$ cat src/rtl/alu_cmd_parser.sv
// rtl/alu_cmd_parser.sv - ASCII "<A><op><B><term>" command parser feeding the ALU operand registers
// Optional build macro: ALU_CMD_STICKY_ERR_EN (cmd_err held as a level until the next good commit)
module alu_cmd_parser #(
    parameter int MAX_DIGITS     = 3,
    parameter int TIMEOUT_CYCLES = 50_000_000
) (
    input  logic       clk,
    input  logic       rst,
    input  logic [7:0] value,
    input  logic       data_valid,
    output logic [7:0] A,
    output logic [7:0] B,
    output logic [1:0] operator,
    output logic       cmd_valid,
    output logic       cmd_err,
    output logic       busy
);

    typedef enum logic [1:0] {S_IDLE, S_A, S_B, S_ERR} state_t;

    localparam int CW = $clog2(MAX_DIGITS + 1);
    localparam int TW = (TIMEOUT_CYCLES > 1) ? $clog2(TIMEOUT_CYCLES) : 1;
    localparam logic [CW-1:0] CNT_MAX = CW'(MAX_DIGITS);
    localparam logic [TW-1:0] T_LAST  = (TIMEOUT_CYCLES > 1) ? TW'(TIMEOUT_CYCLES - 1) : '0;

`ifdef ALU_CMD_STICKY_ERR_EN
    localparam bit STICKY_ERR = 1'b1;
`else
    localparam bit STICKY_ERR = 1'b0;
`endif

    state_t          state;
    logic [7:0]      acc_a;
    logic [7:0]      acc_b;
    logic [CW-1:0]   cnt_a;
    logic [CW-1:0]   cnt_b;
    logic [1:0]      op_pend;
    logic [TW-1:0]   tcnt;

    logic            is_digit;
    logic            is_term;
    logic            is_skip;
    logic            is_op;
    logic [1:0]      op_code;
    logic [11:0]     prod_a;
    logic [11:0]     prod_b;
    logic            a_ok;
    logic            b_ok;
    logic            tmo_hit;

    assign busy = (state != S_IDLE);

    // Classify the incoming byte and precompute the next accumulator values and their legality
    always_comb begin
        is_digit = (value >= 8'h30) && (value <= 8'h39);
        is_term  = (value == 8'h3D) || (value == 8'h0D);
        is_skip  = (value == 8'h20) || (value == 8'h0A);
        is_op    = 1'b1;
        op_code  = 2'b00;
        case (value)
            8'h2B:   op_code = 2'b00;
            8'h2D:   op_code = 2'b01;
            8'h2A:   op_code = 2'b10;
            8'h2F:   op_code = 2'b11;
            default: is_op   = 1'b0;
        endcase
        // 12 bits hold 255*10+9 without wrap, so the >255 check is exact
        prod_a  = {4'b0, acc_a} * 12'd10 + {8'b0, value[3:0]};
        prod_b  = {4'b0, acc_b} * 12'd10 + {8'b0, value[3:0]};
        a_ok    = (prod_a <= 12'd255) && (cnt_a != CNT_MAX);
        b_ok    = (prod_b <= 12'd255) && (cnt_b != CNT_MAX);
        tmo_hit = (TIMEOUT_CYCLES != 0) && (state != S_IDLE) && !data_valid && (tcnt == T_LAST);
    end

    // Parser FSM with registered operand outputs, status pulses and inter-byte timeout
    always_ff @(posedge clk or negedge rst) begin
        if (!rst) begin
            state     <= S_IDLE;
            acc_a     <= '0;
            acc_b     <= '0;
            cnt_a     <= '0;
            cnt_b     <= '0;
            op_pend   <= 2'b00;
            tcnt      <= '0;
            A         <= '0;
            B         <= '0;
            operator  <= 2'b00;
            cmd_valid <= 1'b0;
            cmd_err   <= 1'b0;
        end else begin
            cmd_valid <= 1'b0;
            if (!STICKY_ERR) begin
                cmd_err <= 1'b0;
            end

            if (data_valid || state == S_IDLE) begin
                tcnt <= '0;
            end else if (tcnt != T_LAST) begin
                tcnt <= tcnt + TW'(1);
            end

            if (tmo_hit) begin
                state   <= S_IDLE;
                cmd_err <= 1'b1;
            end else if (data_valid && !is_skip) begin
                case (state)
                    S_IDLE: begin
                        if (is_digit) begin
                            acc_a <= {4'b0, value[3:0]};
                            cnt_a <= CW'(1);
                            acc_b <= '0;
                            cnt_b <= '0;
                            state <= S_A;
                        end else if (!is_term) begin
                            state <= S_ERR;
                        end
                    end
                    S_A: begin
                        if (is_digit) begin
                            if (a_ok) begin
                                acc_a <= prod_a[7:0];
                                cnt_a <= cnt_a + CW'(1);
                            end else begin
                                state <= S_ERR;
                            end
                        end else if (is_op) begin
                            op_pend <= op_code;
                            acc_b   <= '0;
                            cnt_b   <= '0;
                            state   <= S_B;
                        end else if (is_term) begin
                            // The terminator that breaks the command also ends it
                            cmd_err <= 1'b1;
                            state   <= S_IDLE;
                        end else begin
                            state <= S_ERR;
                        end
                    end
                    S_B: begin
                        if (is_digit) begin
                            if (b_ok) begin
                                acc_b <= prod_b[7:0];
                                cnt_b <= cnt_b + CW'(1);
                            end else begin
                                state <= S_ERR;
                            end
                        end else if (is_term) begin
                            if (cnt_b != '0) begin
                                A         <= acc_a;
                                B         <= acc_b;
                                operator  <= op_pend;
                                cmd_valid <= 1'b1;
                                cmd_err   <= 1'b0;
                            end else begin
                                cmd_err <= 1'b1;
                            end
                            state <= S_IDLE;
                        end else begin
                            state <= S_ERR;
                        end
                    end
                    default: begin
                        if (is_term) begin
                            cmd_err <= 1'b1;
                            state   <= S_IDLE;
                        end
                    end
                endcase
            end
        end
    end

endmodule

$ cat config.mk
export PLATFORM = sky130hd
export DESIGN_NAME = alu_cmd_parser
export DESIGN_NICKNAME = d
export VERILOG_FILES = /design/src/rtl/alu_cmd_parser.sv
export SDC_FILE = /design/constraint.sdc
export NUM_CORES = 1
export LEC_CHECK = 0
export ABC_AREA = 1
export BUFFER_PORTS_ARGS = -buffer_cell sky130_fd_sc_hd__clkbuf_2
export CAP_MARGIN = 25
export CORE_MARGIN = 1.5
export CORE_UTILIZATION = 39
export DETAILED_ROUTE_END_ITERATION = 12
export PLACE_DENSITY = 0.56
export SLEW_MARGIN = 40
export SYNTH_ARGS = -nofsm -noshare
export SYNTH_HDL_FRONTEND = slang
export SYNTH_SLANG_ARGS = --single-unit
$ cat constraint.sdc
create_clock -name clk -period 2.9 [get_ports clk]
set_input_delay 0.58 -clock clk [delete_from_list [all_inputs] [get_ports clk]]
set_output_delay 0.58 -clock clk [all_outputs]
set_load 0.01 [all_outputs]
Yosys cells after proc, flatten, opt, wreduce, memory -nomap -nowiden
Index checks and enable logic that the tools add are counted.
- bits in registers: 70
- bits of input ports: 11
- reduce and logical (&&, ||, !) cells: 25
- multipliers: 2
- equal/unequal tests: 24
- mux-type cells: 51
- bitwise operators: 2
- add/sub/neg operators: 5
- $lt $le $gt $ge: 4
- operators by type and width (kind ; number):
    8-bit 2-to-1 mux ; 8
    26-bit 2-to-1 mux ; 2
    8-bit by 6-bit == test with 1-bit output, second input constant ; 6
    2-bit 2-to-1 mux ; 19
    26-bit by 1-bit adder with 26-bit output, second input constant ; 1
    26-bit == test, second input constant ; 1
    26-bit != test, second input constant ; 1
    12-bit by 4-bit adder with 12-bit output ; 2
    12-bit by 8-bit <= comparator with 1-bit output, second input constant ; 2
    8-bit one-hot mux with 3 select lines ; 1
    8-bit by 3-bit multiplier with 11-bit output, second input constant ; 2
    2-bit != test, second input constant ; 9
    2-bit one-hot mux with 3 select lines ; 3
    8-bit by 4-bit == test with 1-bit output, second input constant ; 2
    8-bit one-hot mux with 2 select lines ; 1
    1-bit 2-to-1 mux ; 15
    4-bit != test, second input constant ; 3
    6-bit AND reduction ; 2
    5-bit AND reduction ; 2
    2-bit nonzero test ; 5
    8-bit by 6-bit greater-or-equal comparator with 1-bit output, second input constant ; 1
    8-bit by 6-bit <= comparator with 1-bit output, second input constant ; 1
    8-bit AND reduction ; 1
    1-bit logical AND ; 6
    other kinds (12) ; 17

Longest topological paths before layout
Gate-level depths: netlist of run 1.
- depth after elaboration: 9
- gate-level depth with buffers: 18
- mapped depth without buffers: 18

Worst setup path after synthesis of run 1
No wires, ideal clock.
- path type: register to register
- from: register acc_a[1]
- to: register acc_a[1]
- cell stages (with the launch flop): 16
- path slack: 387 ps
- setup time: 123 ps
- arrival time: 2389 ps
- path buffers: 1
- cells stage by stage: dfrtp_1 ha_1 ha_1 inv_1 fa_1 nor2_1 nand3_1 inv_1 nand2_1 nand2_1 nand2_1 nor2_1 o21ai_1 buf_2 nand2_1 o21ai_1
- word-level cells in the longest chain between the ends: 6
- ends and longest elaborated chain (what ; RTL line ; source):
    start, declared ; 33 ; logic [7:0] acc_a;
    start signal, assigned ; 109 ; acc_a <= {4'b0, value[3:0]};
    start signal, assigned ; 121 ; acc_a <= prod_a[7:0];
    8-bit by 3-bit multiplier with 11-bit output ; 68 ; prod_a = {4'b0, acc_a} * 12'd10 + {8'b0, value[3:0]};
    12-bit by 4-bit adder with 12-bit output ; 68 ;
    12-bit by 8-bit <= comparator with 1-bit output ; 70 ; a_ok = (prod_a <= 12'd255) && (cnt_a != CNT_MAX);
    1-bit logical AND ; 70 ;
    2-bit != test (no line) ; n/a ;
    6-bit AND reduction (no line) ; n/a ;
Every way passes these cells.
A chain may end at the register's enable or synchronous reset.

Final worst setup path of run 1
- from: register acc_a[3]
- to: register acc_a[2]
Same word-level chain as after synthesis.

==> summary.txt, run 1 <==
Routing
  – Wirelength per Cell: 13.4 um
  – DRT iter0 DRCs: 177
  – Final ANT Viol Nets: 0
  – Post-route DRC violation count: 0
  – Vias: 3,940
  – First-pass DRT Iterations: 4
  – Vias per std cell: 5.02
  – WL final: 10.5 mm

Critical path
  – Critical path required time: 3110 ps
  – CP cell instances: ha_1 > ha_1 > inv_1 > fa_1 > nand3b_1 > nand2_1 > nand2_1 > nand2_1 > inv_1 > nand2_1 > nand2_1 > nor2_2 > o21ai_2 > buf_12 > nand2_1 > o21ai_1
  – Buf+Inv Stages, Crit Path: 3
  – Most frequent CP cell: nand2_1
  – Crit Path Category: flip-flop to flip-flop
  – Critical Path Fanout Max: 16
  – Worst path max stage delay: 430 ps
  – Critical path capture point type: flip-flop
  – Startpoint class of the critical path: flip-flop
  – Critical Path AT: 2880 ps
  – Crit path max-delay family: adder cells
  – Slowest CP cell: fa_1

STA
  – TNS Setup: 0 ps
  – Slew Viols, Final: 0
  – Number of setup violations in the final report: 0
  – RSZ-0062 raised after global routing: no
  – Hold Fails Final Rpt: 0
  – Clk_skew: 11.5 ps
  – Worst rel slew slack: 57.0%
  – Period utilization: 91.8%
  – Max frequency: 376 MHz
  – Minimum clock period: 2660 ps
  – Worst slew pin tran: 646 ps
  – Min Hold Slack: 241 ps

Power and ir drop
  – Total power: 3.66 mW
  – Leak pwr: 2.66 nW
  – Pwr dens: 695 nW/um2
  – Max IR drop VDD: 0.314 mV

Logic synthesis
  – Main flop type after synthesis: dfrtp_1
  – Sequential share of the synthesized area: 37.8%
  – Yosys warns: 0
  – Synth Instances: 599
  – Synthesized area per cell: 7.73 um2
  – Post-synth EDFFs: 0
  – Mapped Nets: 648
  – Async SR Flop Fraction: 100%
  – Synth Cell Area: 4630 um2
  – Post-synthesis cell type count: 43
  – Register bit total from synthesis: 70

Global routing
  – Grt peak-use layer: met2
  – Met2 Usage GRT: 28.6%
  – Antenna violations before repair: 0
  – Met3 Usage GRT: 4.63%
  – Total gr overflow: 0
  – First-pass GRT wire length: 18.4 mm
  – Largest net degree at the start of global routing: 71
  – Met1 GRT Util: 25.1%
  – Tot GR Track Use: 18.4%
  – Vias in the first global route: 3,805

Cells and area
  – Final cell count without fillers: 785
  – Storage cell area: 1750 um2
  – Ant diodes: 0
  – Layout cells sized above 1: 14.8%
  – Layout net count: 691
  – Footprint of the multi-input gates: 2590 um2
  – Fillers: 1,169
  – Area grow syn2layout: 13.7%

CTS
  – Htree depth: 3
  – Cts hold-fix bufs: 0
  – CTS Buf Count: 9
  – CTS root buf: clkbuf_16
  – Post-CTS Setup Inserts: 0
  – CTS resizes: 0
  – Clock slew at reported path FFs: 60 ps
  – Clock latency on the worst-skew pair: 340 ps
  – Clock Sinks: 70
  – CTS tree: yes
  – Longest Clk Path Bufs: 2

Die
  – Starting Density: 40.2%
  – Die H: 112 um
  – Die W: 112 um
  – Full die area: 12,500 um2
  – Core Area: 11,500 um2
  – # IOs: 32
  – FP Rows: 39

Flow run
  – Maxcap violations: 0

Placed design
  – Final weighted congestion in routability-driven placement: 0.838
  – Placed Cells: 774
  – DP HPWL: 7.96 mm
  – Port Buffers: 31

Worst hold path
  – Type of the most critical hold path: input port to asynchronous set/reset pin

Run status
  – Outcome: complete, no violations
power breakdown:
part | switching [mW] | internal, mW | total [mW]
sequential | 0.140 | 1.10 | 1.24
clock | 0.389 | 0.554 | 0.943
combinational | 0.931 | 0.550 | 1.48
stage by stage:
step / utilization, % / area (um2) / setup slack, ps
floorplan: - / 4630 / 387
global placement: 43.4 / 5000 / 121
detailed placement: 43.5 / 5000 / 62.6
CTS: 45.5 / 5240 / 47.7
global route: 45.7 / 5270 / 8.91
finish: 45.7 / 5270 / 238
kinds of logic (layout without fill, tap and decap cells):
group | count (synthesis) | in the layout | share of synthesized area [%]
compound gates | 71 | 71 | 9.21
xor+xnor | 16 | 16 | 3.02
fa+ha+maj | 38 | 38 | 10.9
buf+inv | 76 | 119 | 6.83
flops | 70 | 70 | 37.8
mux | 1 | 1 | 0.216
simple gates | 327 | 327 | 32.0
final timing paths:
kind,startpoint,end,slack [ps],cells after the start
hold / removal,rst,tcnt[10],240,1
hold reg to reg,tcnt[22],tcnt[22],470,1
setup / recovery,acc_a[3],acc_a[2],240,16
max in group asynchronous,rst,tcnt[22],2190,1
setup reg to reg,acc_a[3],acc_a[2],240,16
min in group clk,tcnt[22],tcnt[22],470,1
layout by cell type, fill, tap and decap left out, types with 5 or more instances in the layout:
cell         n
ha_1        34
a21oi_1     15
clkbuf_16    9
inv_2        8
nor4_1       9
o21ai_0     20
nor2_1      56
dfrtp_1     70
nor2_4       5
clkbuf_2    30
o21ai_2      9
xor2_1      11
inv_1       57
nand2_2      5
o21ai_1     16
nor3_1      12
buf_4       10
nand3_1     45
nand4_1     11
nand2_1    167
routing by layer:
layer  vias to the layer above  part of all wire, %
met5                         -                    0
li1                       2057                    -
met4                         0                 0.90
met3                        12                  3.6
met1                      1804                   49
met2                        67                   46
cells in the mapped netlist, types with 9 or more instances:
library cell  instances  area [um2]
nand2_1             167         627
dfrtp_1              70        1750
nor2_1               58         218
inv_1                57         214
nand3_1              45         225
ha_1                 34         425
o21ai_0              20         100
o21ai_1              17        85.1
a21oi_1              15        75.1
nor3_1               12        60.1
nand4_1              11        68.8
xor2_1               11        96.3
nor4_1                9        56.3
final cells by class:
cell class / instances / area share [%]
clock buffers: 11 / 4.42
well taps: 143 / 3.40
flip-flops and latches: 70 / 33.3
inverters: 66 / 4.80
repair buffers: 42 / 4.87
multi-input cells: 453 / 49.3
flip-flops by register name, summed over array words and instances, names as in the netlist:
| register | cells |
|---|---|
| A | 8 |
| acc_b | 8 |
| cnt_a | 2 |
| tcnt | 26 |
| operator | 2 |
| op_pend | 2 |
| state | 2 |
| B | 8 |
| acc_a | 8 |
| cmd_valid | 1 |
| cmd_err | 1 |
| cnt_b | 2 |
worst register-to-register path, cell delays in order, from the launching register on:
cell and delay (ps):
dfrtp_1 410, ha_1 290, ha_1 180, inv_1 70
fa_1 430, nand3b_1 210, nand2_1 100, nand2_1 80
nand2_1 60, inv_1 30, nand2_1 50, nand2_1 60
nor2_2 150, o21ai_2 120, buf_12 200, nand2_1 60
o21ai_1 60
No activity file was read; power rests on OpenSTA's default activity.
==> run 2, diff against run 1 <==
==> constraint.sdc (replaced) <==
create_clock -name clk -period 2.9 [get_ports clk]
set_input_delay 0.29 -clock clk [delete_from_list [all_inputs] [get_ports clk]]
set_output_delay 0.29 -clock clk [all_outputs]
set_load 0.01 [all_outputs]
==> run 2 against run 1 <==
Compared with the run above: critical path depth down 4; critical path type unchanged; via count up 1.3%; sequential cell count unchanged; first-iteration DRC count up 9.6%; design area down 0.81%.
==> summary.txt, run 2 (synthesis gave the netlist of run 1 again) <==
Flow run
  – Maxcap violations: 0 (unchanged)

CTS
  – Post-CTS Setup Inserts: 0 (unchanged)
  – CTS Buf Count: 9 (unchanged)
  – Clock Sinks: 70 (unchanged)
  – Longest Clk Path Bufs: 2 (unchanged)
  – CTS tree: yes (unchanged)
  – Htree depth: 3 (unchanged)
  – CTS root buf: clkbuf_16 (unchanged)
  – Clock slew at reported path FFs: 50 ps (was 60 ps)
  – Clock latency on the worst-skew pair: 340 ps (about the same)

Worst hold path
  – Type of the most critical hold path: input port to flip-flop (was input port to asynchronous set/reset pin)

Global routing
  – Largest net degree at the start of global routing: 71 (unchanged)
  – Total gr overflow: 0 (unchanged)
  – Tot GR Track Use: 18.7% (was 18.4%)
  – Vias in the first global route: 3,941 (was 3,805)
  – Antenna violations before repair: 0 (unchanged)
  – First-pass GRT wire length: 18.7 mm (was 18.4 mm)

Critical path
  – Slowest CP cell: dfrtp_1 (was fa_1)
  – Critical Path Fanout Max: 18 (was 16)
  – Critical path required time: 3130 ps (was 3110 ps)
  – Worst path max stage delay: 430 ps (about the same)
  – Critical path capture point type: flip-flop (unchanged)
  – Crit Path Category: flip-flop to flip-flop (unchanged)
  – CP cell instances: ha_1 > ha_1 > inv_1 > fa_1 > xnor2_1 > nand3_1 > o21ai_1 > nand3_1 > nand3_2 > nand2_8 > nand2_1 > o21ai_2 (was ha_1 > ha_1 > inv_1 > fa_1 > nand3b_1 > nand2_1 > nand2_1 > nand2_1 > inv_1 > nand2_1 > nand2_1 > nor2_2 > o21ai_2 > buf_12 > nand2_1 > o21ai_1)
  – Critical Path AT: 2860 ps (was 2880 ps)
  – Startpoint class of the critical path: flip-flop (unchanged)

Cells and area
  – Largest register FFs: 26 (unchanged)
  – Most frequent cells in the layout: nand2_1 (167), dfrtp_1 (70), nor2_1 (57), inv_1 (57), nand3_1 (45) (was nand2_1 (167), dfrtp_1 (70), inv_1 (57))
  – Fin util: 45.4% (was 45.7%)
  – Area grow syn2layout: 12.8% (was 13.7%)
  – Biggest register: tcnt (unchanged)
  – Final instance area: 5230 um2 (was 5270 um2)
  – Most common cell after layout, fill and taps aside: nand2_1 (unchanged)
  – Layout net count: 686 (was 691)
  – Layout cells sized above 1: 13.9% (was 14.8%)
  – Ant diodes: 0 (unchanged)

STA
  – Slew Viols, Final: 0 (unchanged)
  – TNS Setup: 0 ps (unchanged)
  – Clk_skew: 4.75 ps (was 11.5 ps)
  – Max frequency: 380 MHz (was 376 MHz)
  – Worst slew pin tran: 638 ps (was 646 ps)
  – RSZ-0062 raised after global routing: no (unchanged)
  – Final setup margin: 265 ps (was 238 ps)
  – Hold Fails Final Rpt: 0 (unchanged)
  – Worst rel slew slack: 57.4% (was 57.0%)
  – Period utilization: 90.8% (was 91.8%)
  – Number of setup violations in the final report: 0 (unchanged)
  – Min Hold Slack: 249 ps (was 241 ps)
  – Minimum clock period: 2630 ps (was 2660 ps)

Placed design
  – Placed instance area: 4950 um2 (was 5000 um2)
  – DP Worst Slack: 212 ps (was 62.6 ps)
  – DP HPWL: 8.03 mm (was 7.96 mm)
  – Final weighted congestion in routability-driven placement: 0.844 (was 0.838)
  – Port Buffers: 31 (unchanged)

Power and ir drop
  – Leak pwr: 2.63 nW (was 2.66 nW)
  – Pwr dens: 703 nW/um2 (was 695 nW/um2)
  – Max IR drop VDD: 0.284 mV (was 0.314 mV)

Routing
  – WL final: 10.7 mm (was 10.5 mm)
  – Final ANT Viol Nets: 0 (unchanged)
  – First-pass DRT Iterations: 5 (was 4)
  – DRT iter0 DRCs: 194 (was 177)
  – Vias: 3,990 (was 3,940)
  – Vias per std cell: 5.10 (was 5.02)
  – Post-route DRC violation count: 0 (unchanged)
  – Wirelength per Cell: 13.6 um (was 13.4 um)

Die
  – Starting Density: 40.2% (unchanged)
  – # IOs: 32 (unchanged)
  – Die H: 112 um (unchanged)
  – Full die area: 12,500 um2 (unchanged)
  – FP Rows: 39 (unchanged)
  – Core Area: 11,500 um2 (unchanged)
  – Die W: 112 um (unchanged)

Run status
  – Outcome: complete, no violations (unchanged)
-- run 2: power breakdown --
part	internal (mW)	switching, mW	leakage, nW
clock network	0.590	0.406	0.128
logic	0.517	0.909	1.54
registers	1.10	0.155	0.964
-- run 2: routing by layer --
| layer | global-route usage (%) | routed length [um] |
|---|---|---|
| met1 | 25.2 | 5320 |
| met2 | 29.8 | 4860 |
| met3 | 2.89 | 295 |
| met4 | 8.44 | 200 |
| met5 | 0 | 0 |
-- run 2: layout make-up --
class	count	area, um2
Clock inverter	2	10.0
Fill cell	1177	6290
Timing Repair Buffer	37	209
Multi-Input combinational cell	453	2580
Tap cell	143	179
Clock buffer	12	246
Sequential cell	70	1750
Inverter	66	253
-- run 2: critical path: cells and delay by family (launching register included) --
kind,cells,cell delay [ps]
buffers and inverters,1,60
DFF,1,430
xor gates and xnor gates,1,250
AOI/OAI and AO/OA,2,240
and+or+nand+nor,5,660
adders and majority gates,3,880
-- run 2: worst paths after layout --
| path | start | to | slack [ps] | cells past startpoint |
|---|---|---|---|---|
| max | acc_b[1] | acc_b[4] | 270 | 12 |
| min | value[0] | acc_b[0] | 250 | 3 |
| max reg2reg | acc_b[1] | acc_b[4] | 270 | 12 |
| min reg2reg | tcnt[22] | tcnt[22] | 460 | 1 |
| max in group asynchronous | rst | tcnt[20] | 1930 | 2 |
| min in group asynchronous | rst | tcnt[5] | 530 | 2 |
-- run 2: what timing repair did --
| action | in CTS | in global routing |
|---|---|---|
| hold buffers | 1 | 0 |
| resized for setup | 0 | 2 |
| endpoints found under the hold margin | 63 | 0 |
| setup endpoints to repair | 0 | 19 |
-- run 2: through the flow --
| step | power [mW] | std cells |
|---|---|---|
| after CTS | 3.69 | 783 |
| after global routing | 3.99 | 783 |
| final | 3.67 | 783 |
| after detailed placement | 2.68 | 768 |
| after global placement | 2.64 | 768 |
| after floorplan | 2.32 | 599 |
==> run 3, diff against run 2 <==
--- a/config.mk
+++ b/config.mk
@@ -8,10 +8,13 @@
 export ABC_AREA = 1
 export BUFFER_PORTS_ARGS = -buffer_cell sky130_fd_sc_hd__clkbuf_2
 export CAP_MARGIN = 25
+export CELL_PAD_IN_SITES_DETAIL_PLACEMENT = 0
+export CELL_PAD_IN_SITES_GLOBAL_PLACEMENT = 2
 export CORE_MARGIN = 1.5
-export CORE_UTILIZATION = 39
+export CORE_UTILIZATION = 36
+export CTS_BUF_LIST = sky130_fd_sc_hd__clkbuf_16
 export DETAILED_ROUTE_END_ITERATION = 12
-export PLACE_DENSITY = 0.56
+export PLACE_DENSITY = 0.8
 export SLEW_MARGIN = 40
 export SYNTH_ARGS = -nofsm -noshare
 export SYNTH_HDL_FRONTEND = slang
==> constraint.sdc (replaced) <==
create_clock -name clk -period 2.5 [get_ports clk]
set_input_delay 0.25 -clock clk [delete_from_list [all_inputs] [get_ports clk]]
set_output_delay 0.25 -clock clk [all_outputs]
set_load 0.01 [all_outputs]
==> run 3 against run 2 <==
Compared with the run above: sequential share of layout area down 4.1 points; core utilization up 2.1 points; critical path depth grew 4; via count grew 6.3%; first-iteration DRC count is 36% higher; worst hold slack got worse by 33 ps; clock skew increased by 4.1 ps; largest power group unchanged.
==> summary.txt, run 3 (synthesis gave the netlist of run 1 again) <==
CTS
  – CTS root buf: clkbuf_16 (unchanged)
  – CTS tree: yes (unchanged)
  – CTS Buf Count: 9 (unchanged)
  – Longest Clk Path Bufs: 2 (unchanged)
  – Clock Sinks: 70 (unchanged)
  – Clock latency on the worst-skew pair: 350 ps (was 340 ps)
  – Htree depth: 3 (unchanged)
  – Clock slew at reported path FFs: 60 ps (was 50 ps)

Cells and area
  – Ant diodes: 0 (unchanged)
  – Most frequent cells in the layout: nand2_1 (137), dfrtp_1 (68), inv_1 (54) (was nand2_1 (167), dfrtp_1 (70), nor2_1 (57), inv_1 (57), nand3_1 (45))
  – Most common cell after layout, fill and taps aside: nand2_1 (unchanged)
  – Footprint of the multi-input gates: 2930 um2 (was 2580 um2)
  – Layout cells sized above 1: 29.2% (was 13.9%)
  – Layout net count: 723 (was 686)
  – Biggest register: tcnt (unchanged)
  – Fillers: 1,266 (was 1,177)
  – Largest register FFs: 26 (unchanged)
  – Final instance area: 5960 um2 (was 5230 um2)
  – Storage cell area: 1750 um2 (about the same)
  – Area grow syn2layout: 28.7% (was 12.8%)

Die
  – Die H: 116 um (was 112 um)
  – Full die area: 13,600 um2 (was 12,500 um2)
  – Die W: 116 um (was 112 um)
  – Starting Density: 36.9% (was 40.2%)
  – Core Area: 12,600 um2 (was 11,500 um2)
  – # IOs: 32 (unchanged)
  – FP Rows: 41 (was 39)

Routing
  – First-pass DRT Iterations: 4 (was 5)
  – Vias per std cell: 4.98 (was 5.10)
  – Final ANT Viol Nets: 0 (unchanged)
  – WL final: 12.4 mm (was 10.7 mm)
  – Wirelength per Cell: 14.6 um (was 13.6 um)
  – Vias: 4,240 (was 3,990)
  – DRT iter0 DRCs: 263 (was 194)
  – Post-route DRC violation count: 0 (unchanged)

Global routing
  – Tot GR Track Use: 20.0% (was 18.7%)
  – Total gr overflow: 0 (unchanged)
  – Largest net degree at the start of global routing: 71 (unchanged)
  – Antenna violations before repair: 0 (unchanged)
  – First-pass GRT wire length: 20.8 mm (was 18.7 mm)
  – Vias in the first global route: 4,291 (was 3,941)

Power and ir drop
  – Leak pwr: 2.91 nW (was 2.63 nW)
  – Total power: 5.35 mW (was 3.67 mW)
  – Max IR drop VDD: 0.473 mV (was 0.284 mV)
  – Pwr dens: 897 nW/um2 (was 703 nW/um2)

STA
  – Clk_skew: 8.87 ps (was 4.75 ps)
  – Period utilization: 99.8% (was 90.8%)
  – Worst slew pin tran: 639 ps (was 638 ps)
  – Hold Fails Final Rpt: 0 (unchanged)
  – RSZ-0062 raised after global routing: yes (was no)
  – TNS Setup: 0 ps (unchanged)
  – Slew Viols, Final: 0 (unchanged)
  – Worst rel slew slack: 57.0% (was 57.4%)
  – Max frequency: 401 MHz (was 380 MHz)
  – Number of setup violations in the final report: 0 (unchanged)
  – Minimum clock period: 2500 ps (was 2630 ps)

Critical path
  – Critical Path Fanout Max: 8 (was 18)
  – Crit Path Category: flip-flop to flip-flop (unchanged)
  – Critical Path AT: 2720 ps (was 2860 ps)
  – Startpoint class of the critical path: flip-flop (unchanged)
  – Critical path capture point type: flip-flop (unchanged)
  – Critical path required time: 2730 ps (was 3130 ps)
  – Reg2Reg Setup Slack: 5 ps (was 270 ps)

Placed design
  – Placed instance area: 5190 um2 (was 4950 um2)
  – Final weighted congestion in routability-driven placement: 0.874 (was 0.844)
  – DP HPWL: 8.91 mm (was 8.03 mm)
  – Port Buffers: 31 (unchanged)

Run status
  – Outcome: complete, no violations (unchanged)

Flow run
  – Maxcap violations: 0 (unchanged)

Worst hold path
  – Type of the most critical hold path: input port to flip-flop (unchanged)
-- run 3: cell count changes in the layout (fill, tap and decap cells not counted), sizes merged --
cell and delta:
clkinv +1, nand2 +2, bufinv +2, buf +35
inv +2, clkbuf -3
-- run 3: power by group --
part	internal, mW	leakage [nW]	switching (mW)	total (mW)
Sequential	1.27	0.961	0.175	1.45
Clock	0.859	0.159	0.509	1.37
Combinational	1.09	1.79	1.44	2.53
-- run 3: through the flow --
step / hold slack (ps) / std cells / setup slack (ps) / util, %
after global routing: 229 / 851 / -113 / 47.5
after CTS: 209 / 845 / -10.6 / 45.5
after floorplan: -45.6 / 599 / 19.6 / -
after global placement: 313 / 823 / -55.8 / 41.3
after detailed placement: 317 / 823 / -139 / 41.3
final: 215 / 851 / 4.67 / 47.5
-- run 3: worst paths after layout --
check / start / to / cells past startpoint
max reg2reg: acc_a[1] / acc_a[2] / 16
max in group asynchronous: rst / acc_b[4] / 3
min in group asynchronous: rst / tcnt[12] / 3
min reg2reg: tcnt[22] / tcnt[22] / 1
min: value[0] / acc_b[0] / 3
max: acc_a[1] / acc_a[2] / 16
-- run 3: layout make-up --
cell class / count / area share, %
clock buffers: 9 / 3.78
well taps: 172 / 3.61
multi-input cells: 455 / 49.2
clock inverters: 7 / 1.36
inverters: 66 / 4.28
repair buffers: 72 / 8.39
flip-flops and latches: 70 / 29.4
-- run 3: critical path, cell delays in order, from the launching register on --
cell and delay [ps]:
dfrtp_1 410, ha_4 290, ha_4 120, inv_2 30, fa_2 350, nand3b_1 230
nand2_2 120, nand2_2 70, nand2_2 60, inv_2 30, nand2_1 60, nand2_2 60
nor2_4 160, o21ai_4 80, buf_6 190, nand2_2 70, o21ai_2 40
-- run 3: per-layer routing --
layer  part of all wire [%]  vias to the layer above  track usage (%)
met5                      0                        -                0
li1                       -                     2132                -
met2                     47                       57             31.9
met1                     49                     2036             27.4
met4                    1.5                        0             7.32
met3                    2.7                       15             3.48
-- run 3: what timing repair did --
item | in CTS | in global routing
gates cloned | 2 | 1
hold buffers | 1 | 0
setup buffers | 3 | 5
resized for setup | 37 | 57
setup endpoints to repair | 22 | 22
endpoints found under the hold margin | 70 | 0
pin swaps | 17 | 28
